===== config.mk =====
export PLATFORM = sky130hd
export DESIGN_NAME = tmds_decoder_flat
export DESIGN_NICKNAME = d
export VERILOG_FILES = /design/src/rtl/tmds_decoder_if.sv /design/src/rtl/tmds_decoder.sv /design/src/flat_wrapper.sv
export SDC_FILE = /design/constraint.sdc
export NUM_CORES = 1
export LEC_CHECK = 0
export ABC_AREA = 1
export CELL_PAD_IN_SITES_DETAIL_PLACEMENT = 0
export CELL_PAD_IN_SITES_GLOBAL_PLACEMENT = 2
export CORE_UTILIZATION = 38
export CTS_CLUSTER_DIAMETER = 80
export DETAILED_ROUTE_END_ITERATION = 6
export MAX_ROUTING_LAYER = met4
export PLACE_DENSITY_LB_ADDON = 0.08
export SYNTH_ARGS = -nofsm -noshare
export SYNTH_HDL_FRONTEND = slang
export SYNTH_SLANG_ARGS = --single-unit

===== constraint.sdc =====
create_clock -name clk -period 4.11 [get_ports clk]
set_input_delay 0.822 -clock clk [delete_from_list [all_inputs] [get_ports clk]]
set_output_delay 0.822 -clock clk [all_outputs]
set_load 0.05 [all_outputs]

===== src/rtl/tmds_decoder_if.sv =====
// -----------------------------------------------------------------------------
// tmds_decoder_if
//   Bundles the serial TMDS lane input and the decoded word outputs of
//   tmds_decoder.
//   master : lane source / pixel sink side (drives ser_in, observes words)
//   slave  : the decoder itself (consumes ser_in, drives word outputs)
// Signals:
//   ser_in      serial TMDS bit, LSB of each 10-bit word first
//   word_valid  one-cycle strobe, word fields valid this cycle
//   raw_word    aligned 10-bit symbol as received
//   pixel_data  decoded byte (meaningful when de=1)
//   de          1 = data word, 0 = control token
//   ctrl        {C1,C0} of a control token (meaningful when de=0)
//   locked      word alignment acquired
//   guard       video guard-band symbol flag
// -----------------------------------------------------------------------------
interface tmds_decoder_if;
    logic       ser_in;
    logic       word_valid;
    logic [9:0] raw_word;
    logic [7:0] pixel_data;
    logic       de;
    logic [1:0] ctrl;
    logic       locked;
    logic       guard;

    modport master (
        output ser_in,
        input  word_valid, raw_word, pixel_data, de, ctrl, locked, guard
    );

    modport slave (
        input  ser_in,
        output word_valid, raw_word, pixel_data, de, ctrl, locked, guard
    );
endinterface


===== src/rtl/tmds_decoder.sv =====
// -----------------------------------------------------------------------------
// tmds_decoder
//   Single-lane TMDS receiver back end. Deserialises the bit stream, hunts for
//   CTRL_RUN consecutive control tokens at one bit phase to find the word
//   boundary, then decodes every aligned word into pixel data or control bits.
//   Lock is dropped after MAX_GAP aligned words without a control token.
// Ports:
//   clk    bit-rate clock
//   n_rst  asynchronous active-low reset
//   bus    tmds_decoder_if.slave (ser_in in; word strobe/fields, locked out)
// Build option:
//   TMDS_GUARD_DETECT_EN  when defined, flag guard-band symbols 0x2CC/0x133
//                         on the guard output; otherwise guard is tied to 0.
// -----------------------------------------------------------------------------
module tmds_decoder #(
    parameter  int CTRL_RUN = 8,
    parameter  int MAX_GAP  = 4096,
    localparam int GAP_W    = $clog2(MAX_GAP + 1)
) (
    input  logic           clk,
    input  logic           n_rst,
    tmds_decoder_if.slave  bus
);
    localparam int RUN_W = $clog2(CTRL_RUN + 1);

    typedef enum logic {S_HUNT, S_LOCKED} state_t;

    state_t           r_state, w_state_nxt;
    logic [9:0]       r_sr;
    logic [3:0]       r_ph, r_lock_ph, w_lock_ph_nxt;
    logic [RUN_W-1:0] r_run, w_run_nxt;
    logic [GAP_W-1:0] r_gap, w_gap_nxt;

    logic       r_wv;
    logic [9:0] r_raw;
    logic [7:0] r_pix;
    logic       r_de;
    logic [1:0] r_ctrl;
    logic       r_guard;

    logic       w_tok;
    logic [1:0] w_tctrl;
    logic [9:0] w_q;
    logic [7:0] w_dec;
    logic       w_guard;
    logic       w_at_ph;
    logic       w_emit;

    assign w_at_ph = (r_ph == r_lock_ph);

    // Control token match on the current 10-bit window.
    always_comb begin
        w_tok   = 1'b1;
        w_tctrl = 2'b00;
        case (r_sr)
            10'h354: w_tctrl = 2'b00;
            10'h0AB: w_tctrl = 2'b01;
            10'h154: w_tctrl = 2'b10;
            10'h2AB: w_tctrl = 2'b11;
            default: w_tok = 1'b0;
        endcase
    end

    // Data decode: undo the optional inversion, then the XOR/XNOR chain
    // selected by bit 8.
    always_comb begin
        w_q = r_sr;
        if (r_sr[9]) w_q[7:0] = ~r_sr[7:0];
        w_dec    = '0;
        w_dec[0] = w_q[0];
        for (int i = 1; i < 8; i++)
            w_dec[i] = w_q[8] ? (w_q[i] ^ w_q[i-1]) : ~(w_q[i] ^ w_q[i-1]);
    end

`ifdef TMDS_GUARD_DETECT_EN
    assign w_guard = (r_sr == 10'h2CC) || (r_sr == 10'h133);
`else
    assign w_guard = 1'b0;
`endif

    // Next-state / counter logic.
    always_comb begin
        w_state_nxt   = r_state;
        w_run_nxt     = r_run;
        w_lock_ph_nxt = r_lock_ph;
        w_gap_nxt     = r_gap;
        w_emit        = 1'b0;
        case (r_state)
            S_HUNT: begin
                if (w_tok) begin
                    // A token at a new phase restarts the run there.
                    if (r_run == '0 || !w_at_ph) begin
                        w_lock_ph_nxt = r_ph;
                        w_run_nxt     = RUN_W'(1);
                    end else begin
                        w_run_nxt = r_run + 1'b1;
                    end
                    if (w_run_nxt == RUN_W'(CTRL_RUN)) begin
                        w_state_nxt = S_LOCKED;
                        w_gap_nxt   = '0;
                    end
                end else if (w_at_ph && r_run != '0) begin
                    w_run_nxt = '0;
                end
            end
            S_LOCKED: begin
                if (w_at_ph) begin
                    w_emit = 1'b1;
                    if (w_tok) begin
                        w_gap_nxt = '0;
                    end else if (r_gap == GAP_W'(MAX_GAP - 1)) begin
                        // This word is still emitted; alignment is re-hunted after it.
                        w_state_nxt = S_HUNT;
                        w_run_nxt   = '0;
                    end else begin
                        w_gap_nxt = r_gap + 1'b1;
                    end
                end
            end
            default: w_state_nxt = S_HUNT;
        endcase
    end

    always_ff @(posedge clk or negedge n_rst) begin
        if (!n_rst) r_state <= S_HUNT;
        else        r_state <= w_state_nxt;
    end

    always_ff @(posedge clk or negedge n_rst) begin
        if (!n_rst) begin
            r_sr      <= '0;
            r_ph      <= '0;
            r_lock_ph <= '0;
            r_run     <= '0;
            r_gap     <= '0;
        end else begin
            r_sr      <= {bus.ser_in, r_sr[9:1]};
            r_ph      <= (r_ph == 4'd9) ? 4'd0 : r_ph + 4'd1;
            r_lock_ph <= w_lock_ph_nxt;
            r_run     <= w_run_nxt;
            r_gap     <= w_gap_nxt;
        end
    end

    // Word outputs hold between strobes; only word_valid pulses.
    always_ff @(posedge clk or negedge n_rst) begin
        if (!n_rst) begin
            r_wv    <= 1'b0;
            r_raw   <= '0;
            r_pix   <= '0;
            r_de    <= 1'b0;
            r_ctrl  <= '0;
            r_guard <= 1'b0;
        end else begin
            r_wv <= w_emit;
            if (w_emit) begin
                r_raw   <= r_sr;
                r_de    <= ~w_tok;
                r_pix   <= w_tok ? 8'h00 : w_dec;
                r_ctrl  <= w_tok ? w_tctrl : 2'b00;
                r_guard <= w_guard;
            end
        end
    end

    assign bus.word_valid = r_wv;
    assign bus.raw_word   = r_raw;
    assign bus.pixel_data = r_pix;
    assign bus.de         = r_de;
    assign bus.ctrl       = r_ctrl;
    assign bus.guard      = r_guard;
    assign bus.locked     = (r_state == S_LOCKED);

endmodule


===== src/flat_wrapper.sv =====
// flat-port wrapper written by rule: the top's interface ports become plain ports
module tmds_decoder_flat 
#(
    parameter  int CTRL_RUN = 8,
    parameter  int MAX_GAP  = 4096,
    localparam int GAP_W    = $clog2(MAX_GAP + 1)
)
  (clk, n_rst, bus_ser_in, bus_word_valid, bus_raw_word, bus_pixel_data, bus_de, bus_ctrl, bus_locked, bus_guard);
  tmds_decoder_if bus_i ();
  input  logic clk;
  input  logic n_rst;
  input wire logic [$bits(bus_i.ser_in)-1:0] bus_ser_in;
  output wire logic [$bits(bus_i.word_valid)-1:0] bus_word_valid;
  output wire logic [$bits(bus_i.raw_word)-1:0] bus_raw_word;
  output wire logic [$bits(bus_i.pixel_data)-1:0] bus_pixel_data;
  output wire logic [$bits(bus_i.de)-1:0] bus_de;
  output wire logic [$bits(bus_i.ctrl)-1:0] bus_ctrl;
  output wire logic [$bits(bus_i.locked)-1:0] bus_locked;
  output wire logic [$bits(bus_i.guard)-1:0] bus_guard;
  assign bus_i.ser_in = bus_ser_in;
  assign bus_word_valid = bus_i.word_valid;
  assign bus_raw_word = bus_i.raw_word;
  assign bus_pixel_data = bus_i.pixel_data;
  assign bus_de = bus_i.de;
  assign bus_ctrl = bus_i.ctrl;
  assign bus_locked = bus_i.locked;
  assign bus_guard = bus_i.guard;
  tmds_decoder #(.CTRL_RUN(CTRL_RUN), .MAX_GAP(MAX_GAP)) u_core (.clk(clk), .n_rst(n_rst), .bus(bus_i));
endmodule

==> reports/results.ini, run 1 <==
[synth]
synth_area_um2 = 2920
synth_area_leader_cell = dfrtp_1
synth-seq-area-share_pct = 49.7
syn_area_per_cell_um2 = 8.69
syn_nets = 344
ys_ff_latch = 58
yosys.area.top_type_share_pct = 49.7
syn_inst = 336
ys_warn_count = 0
synth_area_leaders = dfrtp_1 50%, nand2_1 13%, nand2_2 4.3%
synth_cell_type_count = 31

[placement]
dp_hpwl_mm = 4.13
place_inst = 454
portBuffers = 25
place.gp.congestion = 0.842

[timing]
slew_viol_final = 0
finalCriticalPeriod_ns = 2.47
hold_slack_ns = 0.403
finalSetupTns_ns = 0
hold_viol = 0
worstMarginPinSlew_ns = 1.01
setup_violations = 0
relSlewSlack_pct = 32.5
rsz0062_at_grt = false
finalClockSkew_ns = 0.0105
post-route-period-util_pct = 60.1
timing.fmax_mhz = 405

[cells_and_area]
areaGrowthSynthToFinish_pct = 16.8
layout-drive-gt1-share_pct = 16.4
nets = 374
instances_no_fill = 470
antennaDiodeCount = 0

[power]
power_leakage_nw = 1.59
irDropWorstVdd_uv = 143
power_density_nw_per_um2 = 325

[cts]
cts_buffer_depth = 2
clock-root-buffer = clkbuf_8
postCtsSetupBuffers = 0
cts_resized = 0
cts_hold_buf = 0
clock-sinks = 58
cts_tree = yes
cts_max_level = 3
clk_latency_ns = 0.34
cts.clk_slew.worst_paths_ns = 0.07
cts_buffers = 9

[critical_path]
end_kind = output port
slowest_delay_ns = 0.85
cp_data_required_time_ns = 3.29
critPathMaxFanout = 6
crit_type = flip-flop to output port
path_buf_inv = 1
path_cells = clkdlybuf4s50_1
start_kind = flip-flop
critPathLaunch = u_core.bus.locked
r2r_start = u_core.r_sr[7]
cp_slowest_cell = clkdlybuf4s50_1
arrival_ns = 1.65
cpLargestDelayFamily = buffers and inverters

[floorplanning]
io_pins = 27
die_h_um = 89.7
start_util_pct = 39.8
dieArea_um2 = 8040
die_w_um = 89.7
rows = 31
core_area_um2 = 7330

[route]
drt-wirelength-per-cell_um = 12.7
route.detailed.drc = 0
ant_nets = 0
vias_per_cell = 4.57
routed_wl_mm = 5.95
vias = 2146
dr.pass1.iters = 4
dr.first_iter.drc_count = 114

[global_route]
track_usage_pct = 17.3
overflow = 0
grt_pass1_wl_mm = 9.94
grt_max_degree = 45
antenna_found_initial = 0
grt_pass1_vias = 2006

[worst_hold_path]
min_path_type = flip-flop to flip-flop
min_from = u_core.r_sr[4]

[flow_run]
maxCapViolations = 0

[run_status]
outcome = complete, no violations

[placed cells by master, fill, tap and decap left out, types with 9 or more instances in the layout]
cell             synthesis  routed
nand2_1                105     105
clkdlybuf4s50_1          0      24
dfrtp_1                 58      58
nor2_1                  15      15
clkbuf_8                 0       9
nand3_1                 19      19
inv_1                   25      25
o21ai_1                 21      21
xor2_1                  10      10
nand2_2                 20      20
[power by group]
| part | internal (mW) | total, mW | switching (mW) |
|---|---|---|---|
| Sequential | 0.579 | 0.590 | 0.0108 |
| Combinational | 0.0167 | 0.0512 | 0.0345 |
| Clock | 0.220 | 0.467 | 0.247 |
[metal layers]
layer  global-route usage (%)  up-vias  wire (um)
li1                         -     1114          -
met3                     3.11        6        176
met2                     24.7       26       2610
met5                        -        -          0
met4                     8.66        0         78
met1                     23.6     1000       3090
[flip-flops by register name, indices dropped and copies added, names as in the netlist]
signal	count
u_core.r_run	4
u_core.bus.raw_word	10
u_core.bus.ctrl	2
u_core.r_gap	13
u_core.bus.locked	1
u_core.bus.de	1
u_core.r_ph	4
u_core.bus.word_valid	1
u_core.bus.pixel_data	8
u_core.r_sr	10
u_core.r_lock_ph	4
[layout make-up]
| type | instances | area [um^2] |
|---|---|---|
| multi-input cells | 238 | 1290 |
| fillers | 734 | 3920 |
| inverters | 33 | 124 |
| repair buffers | 26 | 253 |
| well taps | 99 | 124 |
| clock buffers | 10 | 128 |
| flip-flops and latches | 58 | 1450 |
| clock inverters | 6 | 42.5 |
[cell usage after synthesis]
library cell,instances
a21boi_0,1
a21oi_1,2
buf_12,1
buf_2,1
buf_4,1
buf_6,1
clkbuf_1,3
clkinv_1,1
conb_1,1
dfrtp_1,58
ha_1,5
inv_1,25
inv_2,7
nand2_1,105
nand2_2,20
nand2_4,3
nand3_1,19
nand3_2,3
nand3b_1,1
nand4_1,3
nand4_4,1
nor2_1,15
nor2_2,3
nor2_4,6
nor2_8,1
nor3_1,5
o21ai_0,3
o21ai_1,21
o21bai_1,2
xnor2_1,8
xor2_1,10
[path summary, 6_finish.rpt]
kind                                          end  slack, ns  depth (start not counted)
max                                    bus_locked       1.64                          1
min                                u_core.r_sr[3]       0.40                          0
max reg2reg                      u_core.r_gap[12]       2.15                         11
min reg2reg                        u_core.r_sr[3]       0.40                          0
max in group asynchronous   u_core.bus.word_valid       2.65                          2
min in group asynchronous  u_core.bus.raw_word[2]       0.65                          1
[through the flow]
stage | setup WS (ns) | power, mW | cell area (um^2) | utilization [%]
final | 1.64 | 1.11 | 3410 | 46.5
after global routing | 1.61 | 1.15 | 3410 | 46.5
after CTS | 1.63 | 1.12 | 3410 | 46.5
after detailed placement | 2.00 | 0.654 | 3240 | 44.2
after global placement | 2.02 | 0.654 | 3240 | 44.2
after floorplan | 2.43 | 0.633 | 2920 | -
[cell families after synthesis]
group	share of synthesized area, %
xor+xnor	5.40
flops	49.7
buf+inv	6.13
simple gates	31.3
compound gates	5.23
other cells	0.128
fa+ha+maj	2.14
Power figures use the tool's default switching activity.
==> inputs of run 2 (changes only) <==
--- a/config.mk
+++ b/config.mk
@@ -8,7 +8,7 @@
 export ABC_AREA = 1
 export CELL_PAD_IN_SITES_DETAIL_PLACEMENT = 0
 export CELL_PAD_IN_SITES_GLOBAL_PLACEMENT = 2
-export CORE_UTILIZATION = 38
+export CORE_UTILIZATION = 32
 export CTS_CLUSTER_DIAMETER = 80
 export DETAILED_ROUTE_END_ITERATION = 6
 export MAX_ROUTING_LAYER = met4
==> constraint.sdc (replaced) <==
create_clock -name clk -period 2.05 [get_ports clk]
set_input_delay 0.41 -clock clk [delete_from_list [all_inputs] [get_ports clk]]
set_output_delay 0.41 -clock clk [all_outputs]
set_load 0.05 [all_outputs]
==> run 2 against run 1 <==
  * Sequential share of layout area shrank 1.3 points
  * Largest cell class unchanged
  * Critical path type unchanged
  * Via count is essentially flat
  * Die area grew 18%
  * Critical endpoint is now bus_pixel_data[0]
==> reports/results.ini, run 2 (same netlist as run 1, synthesis figures left out) <==
[timing]
relSlewSlack_pct = 65.8
hold_viol = 0
post-route-period-util_pct = 93.7
slew_viol_final = 0
finalClockSkew_ns = 0.00634
finalCriticalPeriod_ns = 1.92
timing.fmax_mhz = 521
finalSetupTns_ns = 0
worstMarginPinSlew_ns = 0.512
setup_violations = 0
rsz0062_at_grt = false

[cells_and_area]
layout-drive-gt1-share_pct = 17.6
seq_area_um2 = 1450
antennaDiodeCount = 0
regMostFlops = u_core.r_gap
areaGrowthSynthToFinish_pct = 20.4
largest_register_ffs = 13
final_cell_area_um2 = 3520
fillers = 923
layout_commonest_cell = nand2_1
multi_input_area_um2 = 1300
final_cell_mix = 104 x nand2_1, 58 x dfrtp_1, 25 x inv_1
nets = 377

[route]
dr.pass1.iters = 4
vias_per_cell = 4.46
dr.first_iter.drc_count = 75
route.detailed.drc = 0
ant_nets = 0
routed_wl_mm = 6.12
vias = 2148
drt-wirelength-per-cell_um = 12.7

[cts]
cts.clk_slew.worst_paths_ns = 0.07
cts_tree = yes
cts_buffers = 9
cts_buffer_depth = 2
cts_max_level = 3
clock-sinks = 58
clk_latency_ns = 0.33
cts_hold_buf = 0
postCtsSetupBuffers = 0
clock-root-buffer = clkbuf_8
cts_resized = 0

[global_route]
grt_pass1_vias = 2137
grt_max_degree = 59
overflow = 0
grtUsageMet1_pct = 20.2
grt_pass1_wl_mm = 10.6
track_usage_pct = 14.8
grt_busiest_layer = met2
grt_use_met2_pct = 20.8
grt_util_met3_pct = 4.03
antenna_found_initial = 0

[critical_path]
cp_data_required_time_ns = 1.64
arrival_ns = 1.51
slowest_delay_ns = 0.81
crit_type = flip-flop to output port
path_cells = clkdlybuf4s50_1
end_kind = output port
start_kind = flip-flop
path_buf_inv = 1
cpLargestDelayFamily = buffers and inverters
cp_slowest_cell = clkdlybuf4s50_1
critPathMaxFanout = 2

[floorplanning]
rows = 34
dieArea_um2 = 9510
die_h_um = 97.5
io_pins = 27
core_area_um2 = 8760
die_w_um = 97.5
start_util_pct = 33.3

[worst_hold_path]
min_path_type = input pin to asynchronous set/reset pin

[power]
irDropWorstVdd_uv = 241
power_leakage_nw = 1.62
power_density_nw_per_um2 = 703

[placement]
portBuffers = 25
post_dp_cell_area_um2 = 3290
dp_hpwl_mm = 4.34
place.gp.congestion = 0.746

[flow_run]
maxCapViolations = 0

[run_status]
outcome = complete, no violations

## run 2: worst paths after layout
path	from	to	slack (ns)	cells after the start
worst min register to register	u_core.r_sr[4]	u_core.r_sr[3]	0.40	0
max in group asynchronous	n_rst	u_core.r_gap[4]	1.71	2
worst max-delay path	u_core.bus.pixel_data[0]	bus_pixel_data[0]	0.13	1
min in group clk	u_core.r_sr[4]	u_core.r_sr[3]	0.40	0
worst max register to register	u_core.r_sr[7]	u_core.r_gap[5]	0.23	11
worst min-delay path	n_rst	u_core.bus.pixel_data[2]	0.07	2
## run 2: layer usage
metal	up-vias	wire length, um
met2	31	2720
met4	0	77
met5	-	0
met3	8	224
met1	993	3100
li1	1116	-
## run 2: metrics by stage
stage	instances	hold slack [ns]	utilization [%]	setup slack (ns)	total power, mW
floorplan	336	0.114	-	0.372	1.27
global placement	466	0.386	37.5	0.169	1.32
detailed placement	466	0.385	37.5	0.173	1.32
CTS	482	0.0662	40.0	0.0931	2.53
global route	482	0.0859	40.1	0.00545	2.61
finish	482	0.0739	40.1	0.129	2.47
## run 2: cell type report
class	instances	share of cell area [%]
repair buffers	29	8.11
clock inverters	5	2.21
clock buffers	11	4.02
multi-input cells	238	37.0
inverters	33	3.52
well taps	108	3.84
flip-flops and latches	58	41.3
## run 2: power by group
part           total [mW]  internal, mW  switching [mW]  leakage [nW]
logic               0.110        0.0377          0.0718         0.734
clock network        1.18         0.714           0.467         0.109
registers            1.18          1.16          0.0213         0.777
